===== src/rtl/uart_pkg.sv =====
// rtl/uart_pkg.sv - shared types for the buffered UART transmitter
package uart_pkg;

  typedef enum logic [2:0] {
    IDLE,
    START,
    DATA,
    PARITY,
    STOP
  } state_t;

  typedef enum logic [1:0] {
    PAR_NONE,
    PAR_EVEN,
    PAR_ODD,
    PAR_NONE2
  } parity_t;

  // Only the even/odd encodings add a parity bit; both "none" codes skip it.
  function automatic logic parity_active(input parity_t p);
    return (p == PAR_EVEN) || (p == PAR_ODD);
  endfunction

endpackage


===== src/rtl/uart_sync_fifo.sv =====
// rtl/uart_sync_fifo.sv - single-clock FIFO with occupancy count, async active-low reset
module uart_sync_fifo #(
  parameter int WIDTH = 8,
  parameter int DEPTH = 16
) (
  input  logic                       clk,
  input  logic                       rst_n,
  input  logic                       push,
  input  logic [WIDTH-1:0]           wdata,
  input  logic                       pop,
  output logic [WIDTH-1:0]           rdata,
  output logic                       full,
  output logic                       empty,
  output logic [$clog2(DEPTH):0]     count
);

  localparam int AW = $clog2(DEPTH);

  logic [WIDTH-1:0] mem [DEPTH];
  logic [AW-1:0]    wr_ptr;
  logic [AW-1:0]    rd_ptr;
  logic             do_push;
  logic             do_pop;

  assign full    = (count == (AW+1)'(DEPTH));
  assign empty   = (count == '0);
  assign do_push = push && !full;
  assign do_pop  = pop && !empty;
  assign rdata   = mem[rd_ptr];

  // Storage array; contents need no reset because count gates every read.
  always_ff @(posedge clk) begin
    if (do_push) mem[wr_ptr] <= wdata;
  end

  // Pointers wrap naturally at DEPTH; count is unchanged on simultaneous push and pop.
  always_ff @(posedge clk or negedge rst_n) begin
    if (!rst_n) begin
      wr_ptr <= '0;
      rd_ptr <= '0;
      count  <= '0;
    end else begin
      if (do_push) wr_ptr <= wr_ptr + 1'b1;
      if (do_pop)  rd_ptr <= rd_ptr + 1'b1;
      case ({do_push, do_pop})
        2'b10:   count <= count + 1'b1;
        2'b01:   count <= count - 1'b1;
        default: count <= count;
      endcase
    end
  end

endmodule


===== src/rtl/uart_tx_buffered.sv =====
// rtl/uart_tx_buffered.sv - FIFO-buffered UART transmitter; parity via UART_TX_PARITY_EN
module uart_tx_buffered
  import uart_pkg::*;
#(
  parameter int CLK_FREQ   = 50_000_000,
  parameter int BAUD_RATE  = 115200,
  parameter int DATA_BITS  = 8,
  parameter int STOP_BITS  = 1,
  parameter int FIFO_DEPTH = 16
) (
  input  logic                          clk,
  input  logic                          rst_n,
  input  logic                          tx_valid,
  output logic                          tx_ready,
  input  logic [DATA_BITS-1:0]          tx_data,
  input  logic [1:0]                    cfg_parity,
  output logic                          tx,
  output logic                          tx_busy,
  output logic [$clog2(FIFO_DEPTH):0]   fifo_count
);

  localparam int BAUD_TICKS = CLK_FREQ / BAUD_RATE;
  localparam int BCW        = (BAUD_TICKS > 1) ? $clog2(BAUD_TICKS) : 1;
  localparam int BIW        = $clog2(DATA_BITS);

  logic                 fifo_full;
  logic                 fifo_empty;
  logic                 fifo_pop;
  logic [DATA_BITS-1:0] fifo_rdata;

  state_t               state;
  logic [BCW-1:0]       baud_cnt;
  logic [BIW-1:0]       bit_idx;
  logic                 stop_idx;
  logic [DATA_BITS-1:0] shreg;
  logic                 par_en_q;
  logic                 par_bit_q;

  logic                 baud_done;
  logic                 stop_done;
  logic                 load_par_en;
  logic                 load_par_bit;

  assign tx_ready  = !fifo_full;
  assign tx_busy   = (state != IDLE);
  assign baud_done = (baud_cnt == BCW'(BAUD_TICKS - 1));
  assign stop_done = baud_done && (stop_idx == 1'(STOP_BITS - 1));
  // A new frame is taken either from idle or seamlessly at the end of the last stop bit.
  assign fifo_pop  = !fifo_empty && ((state == IDLE) || ((state == STOP) && stop_done));

`ifdef UART_TX_PARITY_EN
  assign load_par_en  = parity_active(parity_t'(cfg_parity));
  assign load_par_bit = (parity_t'(cfg_parity) == PAR_ODD) ? ~^fifo_rdata : ^fifo_rdata;
`else
  logic unused_cfg_parity;
  assign unused_cfg_parity = ^cfg_parity;
  assign load_par_en       = 1'b0;
  assign load_par_bit      = 1'b0;
`endif

  uart_sync_fifo #(
    .WIDTH (DATA_BITS),
    .DEPTH (FIFO_DEPTH)
  ) u_fifo (
    .clk   (clk),
    .rst_n (rst_n),
    .push  (tx_valid),
    .wdata (tx_data),
    .pop   (fifo_pop),
    .rdata (fifo_rdata),
    .full  (fifo_full),
    .empty (fifo_empty),
    .count (fifo_count)
  );

  // Frame sequencer with inline baud divider; tx is registered and parity mode is latched per frame.
  always_ff @(posedge clk or negedge rst_n) begin
    if (!rst_n) begin
      state     <= IDLE;
      tx        <= 1'b1;
      baud_cnt  <= '0;
      bit_idx   <= '0;
      stop_idx  <= 1'b0;
      shreg     <= '0;
      par_en_q  <= 1'b0;
      par_bit_q <= 1'b0;
    end else begin
      case (state)
        IDLE: begin
          tx <= 1'b1;
          if (fifo_pop) begin
            shreg     <= fifo_rdata;
            par_en_q  <= load_par_en;
            par_bit_q <= load_par_bit;
            baud_cnt  <= '0;
            state     <= START;
            tx        <= 1'b0;
          end
        end
        START: begin
          if (baud_done) begin
            baud_cnt <= '0;
            bit_idx  <= '0;
            tx       <= shreg[0];
            shreg    <= shreg >> 1;
            state    <= DATA;
          end else begin
            baud_cnt <= baud_cnt + 1'b1;
          end
        end
        DATA: begin
          if (baud_done) begin
            baud_cnt <= '0;
            if (bit_idx == BIW'(DATA_BITS - 1)) begin
              if (par_en_q) begin
                tx    <= par_bit_q;
                state <= PARITY;
              end else begin
                tx       <= 1'b1;
                stop_idx <= 1'b0;
                state    <= STOP;
              end
            end else begin
              bit_idx <= bit_idx + 1'b1;
              tx      <= shreg[0];
              shreg   <= shreg >> 1;
            end
          end else begin
            baud_cnt <= baud_cnt + 1'b1;
          end
        end
        PARITY: begin
          if (baud_done) begin
            baud_cnt <= '0;
            tx       <= 1'b1;
            stop_idx <= 1'b0;
            state    <= STOP;
          end else begin
            baud_cnt <= baud_cnt + 1'b1;
          end
        end
        STOP: begin
          if (baud_done) begin
            baud_cnt <= '0;
            if (stop_done) begin
              if (fifo_pop) begin
                shreg     <= fifo_rdata;
                par_en_q  <= load_par_en;
                par_bit_q <= load_par_bit;
                state     <= START;
                tx        <= 1'b0;
              end else begin
                state <= IDLE;
                tx    <= 1'b1;
              end
            end else begin
              stop_idx <= 1'b1;
            end
          end else begin
            baud_cnt <= baud_cnt + 1'b1;
          end
        end
        default: begin
          state <= IDLE;
          tx    <= 1'b1;
        end
      endcase
    end
  end

endmodule


===== config.mk =====
export PLATFORM = sky130hd
export DESIGN_NAME = uart_tx_buffered
export DESIGN_NICKNAME = d
export VERILOG_FILES = /design/src/rtl/uart_pkg.sv /design/src/rtl/uart_sync_fifo.sv /design/src/rtl/uart_tx_buffered.sv
export SDC_FILE = /design/constraint.sdc
export NUM_CORES = 1
export LEC_CHECK = 0
export CORE_MARGIN = 1
export CORE_UTILIZATION = 54
export DETAILED_ROUTE_END_ITERATION = 7
export PLACE_DENSITY = 0.74
export SYNTH_ARGS = -nofsm -noshare
export SYNTH_HDL_FRONTEND = slang
export SYNTH_SLANG_ARGS = --single-unit

===== constraint.sdc =====
create_clock -name clk -period 8.5 [get_ports clk]
set_clock_uncertainty 0.2 [all_clocks]
set_input_delay 2.125 -clock clk [delete_from_list [all_inputs] [get_ports clk]]
set_output_delay 2.125 -clock clk [all_outputs]
set_load 0.02 [all_outputs]

==> flow_summary_export.csv <==
group,metric,value,unit
yosys,yosysTopAreaCellShare,0.545,
yosys,yosys_warnings,0,
pwr,switching_power,0.000920,W
critical_path,arrival,2.03,ns
clocking,htreeDepth,4,
layout,nNetsFinal,484,
critical_path,critPathTopFamily,"buffers and inverters",
pwr,combPwrFrac,0.321,
route,wl_per_cell,20.2,um
yosys,synthCells,432,
timing,timing.fmax,230,MHz
critical_path,crit_required,6.18,ns
route,dr_total_vias,3715,
floorplanning,coreArea,12700,um2
route,via_per_inst,5.80,
hold_path,hp-class,"reg2reg",
clocking,clkLatencyLatePin,0.43,ns
clocking,cts_buffer_depth,2,
yosys,synthDistinctLibCells,54,
route,highest_layer,"met4",
flow_run,drv_cap,0,
pwr,p_sw_frac,0.336,
floorplanning,start_util,0.556,
layout,area_delta_synth_final,12.9,%
yosys,ys_top_cells_by_area,"edfxtp_1 (55%), dfrtp_1 (13%), mux4_2 (11%)",
route,drc,0,
critical_path,cp_max_fo,14,
yosys,syn_avg_cell_area,16.3,um2
timing,setup_viol,0,
critical_path,critPathLaunchType,"flop",
clocking,clkSlewWorstSetupHoldPaths,0.06,ns
timing,maxSlewHeadroom,0.445,
route,dr.pass1.iters,5,
place,placed_cell_area,7380,um2
pwr,p_int,0.00182,W
route,met2WireLength,6.32,mm
yosys,synth-async-reset-ratio,0.229,
pwr,powerDensity,344,nW/um2
yosys,synth_top_flop_cell,"edfxtp_1",
global_route,grt_antenna_before_repair,0,
timing,finalHoldViolCount,0,
yosys,synthesis.nets,460,
clocking,numCtsBuffers,17,
timing,period_share,0.512,
place,dpl.hpwl,8.17,mm
timing,setup_tns,0,ns
route,drt_iter0_markers,367,
place,gp_congestion,0.779,
timing,rsz0062_at_grt,"false",
run_status,status,"finished clean",
global_route,grt_pass1_vias,3644,
clocking,clkSinkCount,166,
floorplanning,die_width,116,um
yosys,ys_ff_latch,166,
route,wl_met3,578,um
layout,mostFrequentLayoutCells,"edfxtp_1 (128), dfrtp_1 (36), mux4_2 (33)",
pwr,p_leak,2.76,nW
clocking,cts-hold-fix-buffers,0,
floorplanning,die-area,13500,um2
timing,worst_pin_slew,0.833,ns
clocking,cts_resized,0,
timing,slew_violations,0,
critical_path,worst_setup_path_end_kind,"output pin",
global_route,grt_first_pass_wirelength,20.6,mm
route,wl,13.0,mm
hold_path,hold_start,"shreg[3]",
timing,worst_slack,4.15,ns
pwr,power_frac_clock,0.271,
global_route,grt_max_degree,39,
critical_path,crit_path_start,"state[1]",
critical_path,timing.rr.start,"baud_cnt[1]",
critical_path,path_class,"reg2out",
pwr,ir_worst_vdd,346,uV
clocking,cts_tree,"yes",
global_route,grt-ovfl-total,0,
route,drtAntennaViolNets,0,
yosys,synth-edff-count,128,
critical_path,crit_path_max_incr_delay,0.57,ns
global_route,grtUsageTotal,0.217,
clocking,cts_root_buffer,"clkbuf_16",
yosys,synth_area,7050,um2
yosys,synth_area_leader_cell,"edfxtp_1",
timing,min_period,4.35,ns
floorplanning,rows,41,
layout,final_common_cell,"edfxtp_1",
layout,fillers,900,
layout,drive_gt1_frac,0.175,
floorplanning,io_pins,21,
yosys,synth_seq_area_share,0.680,
clocking,cts_setup_buffers,0,
critical_path,cp_slowest_cell,"clkdlybuf4s50_1",
route,met1Wirelength,5.84,mm
layout,diodes,0,
place,io_buffer_count,18,
critical_path,path_cells,"or3_1 -> clkdlybuf4s50_1",
critical_path,path_buf_inv,1,
layout,final_area,7960,um2
pwr,seq_power_share,0.409,
floorplanning,die_h,116,um
place,place_ws,3.85,ns
==> through the flow <==
stage / utilization / power [W] / std cells / hold WS (ns)
6_report: 0.628 / 0.00274 / 641 / 0.314
5_1_grt: 0.628 / 0.00289 / 641 / 0.336
4_1_cts: 0.628 / 0.00276 / 641 / 0.316
3_5_place_dp: 0.583 / 0.00202 / 609 / 0.295
3_3_place_gp: 0.583 / 0.00199 / 609 / 0.289
2_1_floorplan: - / 0.00179 / 432 / 0.270
==> worst paths after layout <==
path / cells after the start / to / slack (ns)
setup / recovery: 2 / tx_busy / 4.15
hold / removal: 2 / shreg[3] / 0.31
setup reg to reg: 13 / u_fifo.count[4] / 5.12
hold reg to reg: 2 / shreg[3] / 0.31
max in group asynchronous: 1 / u_fifo.rd_ptr[0] / 5.93
min in group asynchronous: 1 / baud_cnt[8] / 1.60
==> metal layers <==
| layer | GRT usage | up-vias |
|---|---|---|
| met1 | 0.306 | 1889 |
| li1 | - | 1725 |
| met2 | 0.331 | 87 |
| met3 | 0.0493 | 14 |
| met5 | 0 | - |
| met4 | 0.0838 | 0 |
==> cell type report <==
type	instances	area (um2)	share of cell area
flip-flops and latches	166	4800	0.603
clock inverters	15	145	0.0182
inverters	21	78.8	0.00991
multi-input cells	226	2070	0.261
repair buffers	24	220	0.0277
well taps	172	215	0.0271
clock buffers	17	425	0.0535
==> flip-flops by register name, summed over array words and instances (netlist names) <==
signal and count:
bit_idx 3, u_fifo.wr_ptr 4, shreg 8, tx 1, u_fifo.count 5, stop_idx 1, u_fifo.rd_ptr 4, baud_cnt 9
u_fifo.mem 128, state 3
==> cells in the mapped netlist, drive strengths merged (4+ instances only) <==
cell type	count
mux4	33
a21oi	14
nor2	31
edfxtp	128
xnor2	11
ha	14
clkbuf	7
xor2	5
nor3	10
buf	12
nand3	7
inv	21
nand2	21
dfrtp	37
o21ai	17
nor2b	4
a22oi	14
o31ai	4
a32o	7
==> power by group through the flow <==
stage / clock network [W] / registers [W] / logic [W]
2_1_floorplan: 0 / 0.00110 / 0.000687
3_3_place_gp: 0 / 0.00112 / 0.000864
3_5_place_dp: 0 / 0.00113 / 0.000890
4_1_cts: 0.000752 / 0.00112 / 0.000893
5_1_grt: 0.000784 / 0.00114 / 0.000974
6_report: 0.000741 / 0.00112 / 0.000877
==> worst reg2reg max path: cells and delay by family (launching register included) <==
kind	cells	cell delay (ns)
AND/OR/NAND/NOR	5	0.83
AO/OA/AOI/OAI	2	0.57
adder cells (fa/ha/maj)	3	0.94
XOR/XNOR	1	0.16
buffers and inverters	2	0.19
flip-flops	1	0.42
==> kinds of logic (layout without fill, tap and decap cells) <==
family                   Yosys count  in the layout  share of synthesized area
AO/OA/AOI/OAI                     68             68                     0.0733
AND/OR/NAND/NOR                   91             91                     0.0630
buffers and inverters             40             77                     0.0254
multiplexers                      36             36                      0.110
adder cells (fa/ha/maj)           15             15                     0.0277
flip-flops                       166            166                      0.680
XOR/XNOR                          16             16                     0.0199
(Power assumes the default switching activity.)
